<file path="config.mk">
export PLATFORM = sky130hd
export DESIGN_NAME = histogram_dump_receiver_flat
export DESIGN_NICKNAME = d
export VERILOG_FILES = /design/src/rtl/histogram_dump_receiver_if.sv /design/src/rtl/histogram_dump_receiver.sv /design/src/flat_wrapper.sv
export SDC_FILE = /design/constraint.sdc
export NUM_CORES = 1
export LEC_CHECK = 0
export BUFFER_PORTS_ARGS = -buffer_cell sky130_fd_sc_hd__buf_2
export CORE_MARGIN = 3
export CORE_UTILIZATION = 60
export CTS_CLUSTER_DIAMETER = 40
export DETAILED_ROUTE_END_ITERATION = 8
export HOLD_SLACK_MARGIN = 0.05
export PLACE_DENSITY = 0.78
export REMOVE_ABC_BUFFERS = 1
export SYNTH_ARGS = -nofsm -noshare
export SYNTH_HDL_FRONTEND = slang
export SYNTH_SLANG_ARGS = --single-unit
</file>
<file path="constraint.sdc">
create_clock -name clk -period 6.7 [get_ports clk]
set_input_delay 0.67 -clock clk [delete_from_list [all_inputs] [get_ports clk]]
set_output_delay 0.67 -clock clk [all_outputs]
set_load 0.01 [all_outputs]
</file>
<file path="src/rtl/histogram_dump_receiver_if.sv">
// ============================================================================
// histogram_dump_receiver_if : valid/last beat stream into the dump receiver
// Revision 1.0
// ============================================================================
`default_nettype none

interface histogram_dump_receiver_if #(
  parameter int DATA_W = 8
);
  logic              s_valid;
  logic [DATA_W-1:0] s_data;
  logic              s_last;

  modport master (output s_valid, output s_data, output s_last);
  modport slave  (input  s_valid, input  s_data, input  s_last);
endinterface

`default_nettype wire

</file>
<file path="src/rtl/histogram_dump_receiver.sv">
// ============================================================================
// histogram_dump_receiver : captures a 64-bin frame, reports total and peak
// Revision 1.0
// ============================================================================
`default_nettype none

module histogram_dump_receiver #(
  parameter int NUM_BINS = 64,
  parameter int BIN_W    = 4,
  parameter int SUM_W    = 10,
  localparam int IDX_W   = $clog2(NUM_BINS)
) (
  input  wire logic              clk,
  input  wire logic              rst_n,
  histogram_dump_receiver_if.slave s_bus,
  input  wire logic              i_ack,
  input  wire logic [IDX_W-1:0]  i_rd_addr,
  output logic      [BIN_W-1:0]  o_rd_data,
  output logic                   o_busy,
  output logic                   o_frame_done,
  output logic                   o_results_valid,
  output logic                   o_frame_err,
  output logic                   o_overrun,
  output logic      [SUM_W-1:0]  o_total,
  output logic      [IDX_W-1:0]  o_peak_idx,
  output logic      [BIN_W-1:0]  o_peak_val,
  output logic      [7:0]        o_frame_count
);

  typedef enum logic [1:0] {S_IDLE, S_RECV, S_HOLD, S_ERR} state_t;

  state_t            r_state;
  logic [IDX_W-1:0]  r_idx;
  logic [SUM_W-1:0]  r_total;
  logic [IDX_W-1:0]  r_peak_idx;
  logic [BIN_W-1:0]  r_peak_val;
  logic [7:0]        r_frame_count;
  logic              r_frame_done;
  logic              r_overrun;
  logic [BIN_W-1:0]  r_rd_data;
  logic [BIN_W-1:0]  r_mem [NUM_BINS];

  logic [BIN_W-1:0]  w_d;
  logic              w_hi_zero;
  logic              w_at_end;
  logic              w_idle_ok;
  logic              w_recv_ok;
  logic              w_we;
  logic [IDX_W-1:0]  w_waddr;
  logic [SUM_W-1:0]  w_d_ext;

  assign w_d       = s_bus.s_data[BIN_W-1:0];
  assign w_hi_zero = (s_bus.s_data[7:BIN_W] == '0);
  assign w_at_end  = (r_idx == IDX_W'(NUM_BINS - 1));
  assign w_d_ext   = {{(SUM_W - BIN_W){1'b0}}, w_d};
  assign w_idle_ok = s_bus.s_valid && w_hi_zero && !s_bus.s_last;
  // A beat is good in RECV only when s_last lines up exactly with the final bin.
  assign w_recv_ok = s_bus.s_valid && w_hi_zero && (s_bus.s_last == w_at_end);
  assign w_we      = ((r_state == S_IDLE) && w_idle_ok) || ((r_state == S_RECV) && w_recv_ok);
  assign w_waddr   = (r_state == S_IDLE) ? '0 : r_idx;

  // Bin store is deliberately not reset.
  always_ff @(posedge clk) begin
    if (w_we) begin
      r_mem[w_waddr] <= w_d;
    end
  end

  always_ff @(posedge clk or negedge rst_n) begin
    if (!rst_n) begin
      r_state       <= S_IDLE;
      r_idx         <= '0;
      r_total       <= '0;
      r_peak_idx    <= '0;
      r_peak_val    <= '0;
      r_frame_count <= '0;
      r_frame_done  <= 1'b0;
      r_overrun     <= 1'b0;
      r_rd_data     <= '0;
    end else begin
      r_frame_done <= 1'b0;
      r_rd_data    <= r_mem[i_rd_addr];
      case (r_state)
        S_IDLE: begin
          if (s_bus.s_valid) begin
            if (w_idle_ok) begin
              r_idx      <= IDX_W'(1);
              r_total    <= w_d_ext;
              r_peak_idx <= '0;
              r_peak_val <= w_d;
              r_state    <= S_RECV;
            end else begin
              r_state <= S_ERR;
            end
          end
        end
        S_RECV: begin
          if (w_recv_ok) begin
            r_total <= r_total + w_d_ext;
            r_idx   <= r_idx + IDX_W'(1);
            if (w_d > r_peak_val) begin
              r_peak_idx <= r_idx;
              r_peak_val <= w_d;
            end
            if (w_at_end) begin
              r_state       <= S_HOLD;
              r_frame_done  <= 1'b1;
              r_frame_count <= r_frame_count + 8'd1;
            end
          end else begin
            r_state <= S_ERR;
          end
        end
        S_HOLD: begin
          if (i_ack) begin
            r_state   <= S_IDLE;
            r_overrun <= 1'b0;
          end else if (s_bus.s_valid) begin
            r_overrun <= 1'b1;
          end
        end
        S_ERR: begin
          // Ack only resyncs on an idle bus cycle.
          if (i_ack && !s_bus.s_valid) begin
            r_state <= S_IDLE;
          end
        end
        default: r_state <= S_IDLE;
      endcase
    end
  end

  assign o_rd_data       = r_rd_data;
  assign o_busy          = (r_state == S_RECV);
  assign o_frame_done    = r_frame_done;
  assign o_results_valid = (r_state == S_HOLD);
  assign o_frame_err     = (r_state == S_ERR);
  assign o_overrun       = r_overrun;
  assign o_total         = r_total;
  assign o_peak_idx      = r_peak_idx;
  assign o_peak_val      = r_peak_val;
  assign o_frame_count   = r_frame_count;

endmodule

`default_nettype wire

</file>
<file path="src/flat_wrapper.sv">
// flat-port wrapper written by rule: the top's interface ports become plain ports
module histogram_dump_receiver_flat 
#(
  parameter int NUM_BINS = 64,
  parameter int BIN_W    = 4,
  parameter int SUM_W    = 10,
  localparam int IDX_W   = $clog2(NUM_BINS)
)
  (clk, rst_n, i_ack, i_rd_addr, o_rd_data, o_busy, o_frame_done, o_results_valid, o_frame_err, o_overrun, o_total, o_peak_idx, o_peak_val, o_frame_count, s_bus_s_valid, s_bus_s_data, s_bus_s_last);
  histogram_dump_receiver_if s_bus_i ();
  input  wire logic clk;
  input  wire logic rst_n;
  input  wire logic i_ack;
  input  wire logic [IDX_W-1:0] i_rd_addr;
  output logic      [BIN_W-1:0] o_rd_data;
  output logic o_busy;
  output logic o_frame_done;
  output logic o_results_valid;
  output logic o_frame_err;
  output logic o_overrun;
  output logic      [SUM_W-1:0] o_total;
  output logic      [IDX_W-1:0] o_peak_idx;
  output logic      [BIN_W-1:0] o_peak_val;
  output logic      [7:0] o_frame_count;
  input wire logic [$bits(s_bus_i.s_valid)-1:0] s_bus_s_valid;
  input wire logic [$bits(s_bus_i.s_data)-1:0] s_bus_s_data;
  input wire logic [$bits(s_bus_i.s_last)-1:0] s_bus_s_last;
  assign s_bus_i.s_valid = s_bus_s_valid;
  assign s_bus_i.s_data = s_bus_s_data;
  assign s_bus_i.s_last = s_bus_s_last;
  histogram_dump_receiver #(.NUM_BINS(NUM_BINS), .BIN_W(BIN_W), .SUM_W(SUM_W)) u_core (.clk(clk), .rst_n(rst_n), .s_bus(s_bus_i), .i_ack(i_ack), .i_rd_addr(i_rd_addr), .o_rd_data(o_rd_data), .o_busy(o_busy), .o_frame_done(o_frame_done), .o_results_valid(o_results_valid), .o_frame_err(o_frame_err), .o_overrun(o_overrun), .o_total(o_total), .o_peak_idx(o_peak_idx), .o_peak_val(o_peak_val), .o_frame_count(o_frame_count));
endmodule
</file>
==> results of run 1 <==
==> per-layer routing <==
metal / wire length, µm / global-route usage [%]
met5: 0 / 0
met4: 700 / 8.23
met1: 10200 / 34.2
met2: 13300 / 40.7
met3: 2330 / 4.72
==> cell usage in the layout (no fill, tap or decap), drive strengths merged, types with 9 or more instances in the layout <==
master  netlist  layout
edfxtp      256     256
inv          10      16
a21oi        12      12
nor3          9       9
dfrtp        42      42
clkbuf       18      49
buf          21      62
a211oi       10      10
mux2i        17      17
nor2b        10      10
nand2        28      28
nand3        17      17
nor2         79      79
ha           10      10
o21ai        21      21
mux4         64      64
==> power by group <==
part,switching (mW),internal (mW),total (mW)
registers,0.0530,2.06,2.11
clock network,0.751,1.16,1.92
logic,0.223,0.151,0.374
==> Yosys cell counts (5+ instances only) <==
cell	n
a211oi_1	10
a21oi_1	12
a22o_1	5
and3_1	5
buf_2	15
clkbuf_1	18
dfrtp_1	42
edfxtp_1	256
ha_1	10
inv_1	10
mux2_2	5
mux2i_1	17
mux4_2	64
nand2_1	28
nand3_1	16
nand3b_1	8
nand4_1	7
nor2_1	71
nor2_2	7
nor2b_1	10
nor3_1	9
o21ai_0	21
o22ai_1	8
or3_1	5
xnor2_1	8
==> registers in the layout (all words and copies together) (netlist names) <==
name / cells
u_core.o_rd_data: 4
u_core.r_mem: 256
u_core.o_frame_done: 1
u_core.r_state: 2
u_core.r_idx: 6
u_core.o_frame_count: 8
u_core.o_total: 10
u_core.o_peak_idx: 6
u_core.o_overrun: 1
u_core.o_peak_val: 4
==> logic make-up after synthesis <==
kind of cell,share of synthesized area [%]
xor+xnor,0.634
buf+inv,1.78
flops,70.3
fa+ha+maj,1.17
mux,13.4
simple gates,7.79
compound gates,4.97
==> final timing paths <==
kind                                    startpoint                      end  slack, ns  cells past startpoint
min reg2reg                u_core.o_frame_count[7]  u_core.o_frame_count[7]       0.48                      1
min in group clk                             i_ack         u_core.o_overrun       0.37                      2
max                              u_core.r_state[1]      u_core.r_mem[44][3]       3.30                      5
max in group asynchronous                    rst_n        u_core.o_total[7]       5.73                      1
min                                          rst_n  u_core.o_frame_count[5]       0.35                      1
max reg2reg                      u_core.r_state[1]      u_core.r_mem[44][3]       3.30                      5
==> through the flow <==
step	worst slack, ns	instances	util [%]
6_report	3.30	1089	69.6
3_3_place_gp	3.42	1025	63.7
3_5_place_dp	3.29	1025	63.7
4_1_cts	3.34	1089	69.6
5_1_grt	3.02	1089	69.6
2_1_floorplan	3.80	693	-
==> layout make-up <==
| cell class | count | area, µm² | share of cell area, % |
|---|---|---|---|
| Inverter | 10 | 37.5 | 0.266 |
| Sequential cell | 298 | 8740 | 61.8 |
| Timing Repair Buffer | 62 | 330 | 2.34 |
| Clock buffer | 49 | 1050 | 7.45 |
| Clock inverter | 15 | 160 | 1.13 |
| Tap cell | 270 | 338 | 2.39 |
| Multi-Input combinational cell | 385 | 3480 | 24.6 |
==> worst max-delay path: cells and delay by family, from the launching register on <==
family        cells  cell delay [ns]
buf+inv           1             0.47
flops             1             0.52
simple gates      4             2.07
==> reports/results.ini, run 1 <==
[timing]
setup_tns_ns = 0
rsz0062_at_grt = no
slew_headroom_pct = 32.3
worstMarginPinSlew_ns = 1.02
fin_skew_ns = 0.0143
hold_viol = 0
max_freq_mhz = 294
fin_crit_sh_pct = 50.8
timing.hold.ws_ns = 0.346
finalSetupViolations = 0
slew_viol_final = 0
period_minus_slack_ns = 3.40

[floorplan]
initial_core_util_pct = 61.3
io_pins = 56
dieArea_um2 = 22500
coreArea_um2 = 20300
die_h_um = 150
rows = 52
die_w_um = 150

[power_and_ir_drop]
p_leak_nw = 4.85
power_density_nw_per_um2 = 311
ir_drop_mv = 0.197
total_power_mw = 4.40

[hold_path]
hold_path.class = input port to async pin

[global_routing]
antenna_found_initial = 0
grt_pass1_vias = 7150
overflow = 0
grt_max_degree = 69
grt_pass1_wl_um = 41700
track_usage_pct = 24.8

[routing]
drt-initial-drc-count = 583
wl_per_cell_um = 24.4
drt-total-wl_um = 26500
ant_nets = 0
num_vias = 6951
drc_errors = 0
drtPass1Iterations = 5
vias_per_cell = 6.38

[logic_synthesis]
yosysWarnings = 0
synth.top_cell.area_share_pct = 61.8
synth_seq_cells = 298
ys_types = 61
syn_inst = 732
synth_area_leaders = edfxtp_1, mux4_2, dfrtp_1
syn-cell-area_um2 = 12400
ys.flop_type = edfxtp_1
synth_edf_count = 256
avgSynthCellArea_um2 = 17.0
synth_top_area_cell = edfxtp_1
ys_seq_area_share_pct = 70.3
async_flop_share_pct = 14.1

[setup_path]
cpPeakStageDelay_ns = 0.58
endpoint_kind = flip-flop
slowest_stage = nand3_1
crit_chain = nand2b_1 -> inv_1 -> and4_1 -> nand3_1 -> nor2_1
cp.required_ns = 6.87
crit_type = flip-flop to flip-flop
cp_max_fo = 15
startpoint_type = flip-flop
cp.arrival_ns = 3.57

[clocking]
htreeDepth = 2
cts_tree = yes
cts_num_sinks = 298
clock_path_buffers = 3
hold_buffers = 0
clock_latency_ns = 0.51
numCtsBuffers = 36
cts-resized-gates = 0
root_buffer = clkbuf_16
cts.clk_slew.worst_paths_ns = 0.06
post_cts_buffers = 0

[placement]
dpl.hpwl_um = 16600
numPortBuffers = 55
dpl-instance-area_um2 = 12900
gp_congestion = 0.867

[final_layout]
design_area_um2 = 14100
syn2layout_area_growth_pct = 13.7
final.fill_count = 1301
drive_above_1_share_pct = 25.5
finalNetCount = 823
insertedDiodeCount = 0

[status]
outcome = finished clean

[run]
cap_violations = 0

No activity file was read; power rests on OpenSTA's default activity.
==> run 2: changes to the inputs <==
ABC_AREA = 1   (was default)
CORE_UTILIZATION = 55   (was 60)
PLACE_DENSITY = 0.75   (was 0.78)
clock period = 3.1 ns   (was 6.7 ns; I/O delays follow)
==> run 2 against run 1 <==
  * Sequential cell count is the same
  * Clock-buffer cell count decreased by 3
  * Fmax rose by 23%
  * Combinational power grew to 3.8 times the previous value
  * Global-route usage down 0.92 points
  * Non-clock buffer count increased by 19
  * First-iteration DRC count rose by 45%
  * Register-to-register slack worse by 3.0 ns
  * Sequential share of layout area shrank 3.0 points
  * Clock power increased by 130%
  * Synthesized cell count is 71% higher
  * Highest routed layer is now met5
==> reports/results.ini, run 2 <==
[final_layout]
fin_util_pct = 64.9
stdcell_count = 1654
syn2layout_area_growth_pct = 14.8
regMostFlops = u_core.r_mem
layout_commonest_cell = nand2_1
final_cell_mix = nand2_1, edfxtp_1, nand3_1
insertedDiodeCount = 0
largest_reg_flops = 256
final.fill_count = 1780
finalNetCount = 1342
drive_above_1_share_pct = 11.4

[power_and_ir_drop]
seqPwrFrac_pct = 44.2
pwr-share-comb_pct = 13.7
power_switching_mw = 2.77
p_leak_nw = 5.87
internal_power_mw = 7.63
p_sw_share_pct = 26.6
p_clk_share_pct = 42.1
ir_drop_mv = 0.532
total_power_mw = 10.4
power_density_nw_per_um2 = 699

[logic_synthesis]
synth_top_area_cell = edfxtp_1
synth.top_cell.area_share_pct = 59.4
ys.flop_type = edfxtp_1
syn-cell-area_um2 = 12900
synth_seq_cells = 298
ys_top_cells_by_count = nand2_1, edfxtp_1, nand3_1
ys_types = 30
synth_area_leaders = edfxtp_1, nand2_1, nand3_1
syn_inst = 1253
synth_edf_count = 256
yosysWarnings = 0
avgSynthCellArea_um2 = 10.3
async_flop_share_pct = 14.1
synth.most_common_cell = nand2_1
ys_seq_area_share_pct = 67.5

[timing]
hold_viol = 0
fin_skew_ns = 0.0219
max_freq_mhz = 361
rsz0062_at_grt = no
slew_headroom_pct = 32.2
finalSetupViolations = 0
fin_crit_sh_pct = 89.4
slew_viol_final = 0
worstMarginPinSlew_ns = 1.02
period_minus_slack_ns = 2.77
setup_tns_ns = 0

[setup_path]
slowest_stage = dfrtp_1
endpoint_kind = flip-flop
r2r-start = u_core.r_idx[0]
path_common_cell = nand2_1
crit_type = flip-flop to flip-flop
crit_chain = ha_1 -> nand2_1 -> nor2_4 -> nand2_1 -> nand2_1 -> nand4_1 -> nand2_1 -> buf_4 -> nand2_1 -> buf_4 -> nor2_1
cp_max_fo = 17
startpoint = u_core.r_idx[0]
cp.arrival_ns = 2.96
cpPeakStageDelay_ns = 0.45
cp.required_ns = 3.28
startpoint_type = flip-flop

[floorplan]
initial_core_util_pct = 56.5
io_pins = 56
rows = 55
die_w_um = 159
coreArea_um2 = 22900
die_h_um = 159
dieArea_um2 = 25400

[global_routing]
grt_pass1_wl_um = 47900
grt_max_degree = 129
track_usage_pct = 23.9
antenna_found_initial = 2
grt_pass1_vias = 9156
overflow = 0

[routing]
drtPass1Iterations = 5
ant_nets = 0
num_vias = 9404
drt-initial-drc-count = 844
drt-total-wl_um = 30500
vias_per_cell = 5.69
wl_per_cell_um = 18.5
drc_errors = 0

[clocking]
htreeDepth = 2
numCtsBuffers = 37
clock_latency_ns = 0.53
clock_path_buffers = 3
cts_num_sinks = 298
root_buffer = clkbuf_16
cts.clk_slew.worst_paths_ns = 0.06
cts_tree = yes

[run]
cap_violations = 0

[placement]
dpl.hpwl_um = 18800
placed_cells = 1584
gp_congestion = 0.879
numPortBuffers = 55

[hold_path]
hold_path.class = input port to flip-flop
min_from = i_rd_addr[5]

[status]
outcome = finished clean

[run 2: cell count changes in the layout (fill, tap and decap cells not counted), moves of 8 or more]
cell,change
buf_4,+15
nand3_1,+216
o22ai_1,-8
a211oi_1,-10
nor2_1,+25
nand4_1,+11
inv_1,+32
mux4_2,-64
mux2i_1,-17
nand2_1,+398
nor2b_1,-10
nand3b_1,-8
[run 2: power by group through the flow]
| stage | sequential [mW] | combinational (mW) | clock (mW) |
|---|---|---|---|
| floorplan | 4.70 | 0.797 | 0 |
| global placement | 4.67 | 1.39 | 0 |
| detailed placement | 4.67 | 1.40 | 0 |
| CTS | 4.60 | 1.41 | 4.43 |
| global route | 4.61 | 1.57 | 4.60 |
| finish | 4.60 | 1.42 | 4.38 |
[run 2: cell families after synthesis]
logic type	synth area share [%]
simple gates	25.7
flops	67.5
buf+inv	3.32
compound gates	1.88
fa+ha+maj	1.12
xor+xnor	0.473
[run 2: area by class of cell]
class                   count  area [µm²]  share of cell area, %
flip-flops and latches    298        8740                   58.8
clock buffers              46        1030                   6.94
clock inverters            22         249                   1.67
inverters                  46         175                   1.18
multi-input cells         848        3780                   25.4
repair buffers             81         503                   3.38
well taps                 313         392                   2.63
[run 2: stage by stage]
step / hold slack (ns) / worst slack [ns] / area (µm²)
detailed placement: 0.457 / 0.409 / 13600
floorplan: 0.0144 / 0.360 / 12700
global placement: 0.456 / 0.467 / 13600
CTS: 0.0746 / 0.380 / 14900
global route: 0.0985 / 0.0789 / 14900
finish: 0.0876 / 0.327 / 14900
[run 2: critical path: cells and delay by family, from the launching register on]
kind          cells  cell delay (ns)
simple gates      8             1.24
buf+inv           2             0.51
fa+ha+maj         1             0.23
flops             1             0.45
[run 2: what timing repair did]
item / CTS / global route
hold endpoints to repair: 43 / 0
buffers inserted: 0 / 0
hold buffers: 2 / 0
resized for setup: 0 / 0
[run 2: metal layers]
layer	global-route usage [%]	vias up	part of all wire (%)
met5	0	-	0.072
met2	39.8	418	48
met3	5.33	64	8.5
met1	31.4	4495	41
li1	-	4423	-
met4	8.16	4	2.6
[run 2: worst paths after layout]
check / endpoint / slack (ns) / depth (start not counted)
max: u_core.r_mem[34][2] / 0.33 / 11
min: u_core.o_rd_data[2] / 0.09 / 3
max reg2reg: u_core.r_mem[34][2] / 0.33 / 11
min reg2reg: u_core.o_peak_idx[4] / 0.47 / 2
max in group asynchronous: u_core.o_total[4] / 1.95 / 2
min in group asynchronous: u_core.o_frame_count[2] / 0.51 / 2
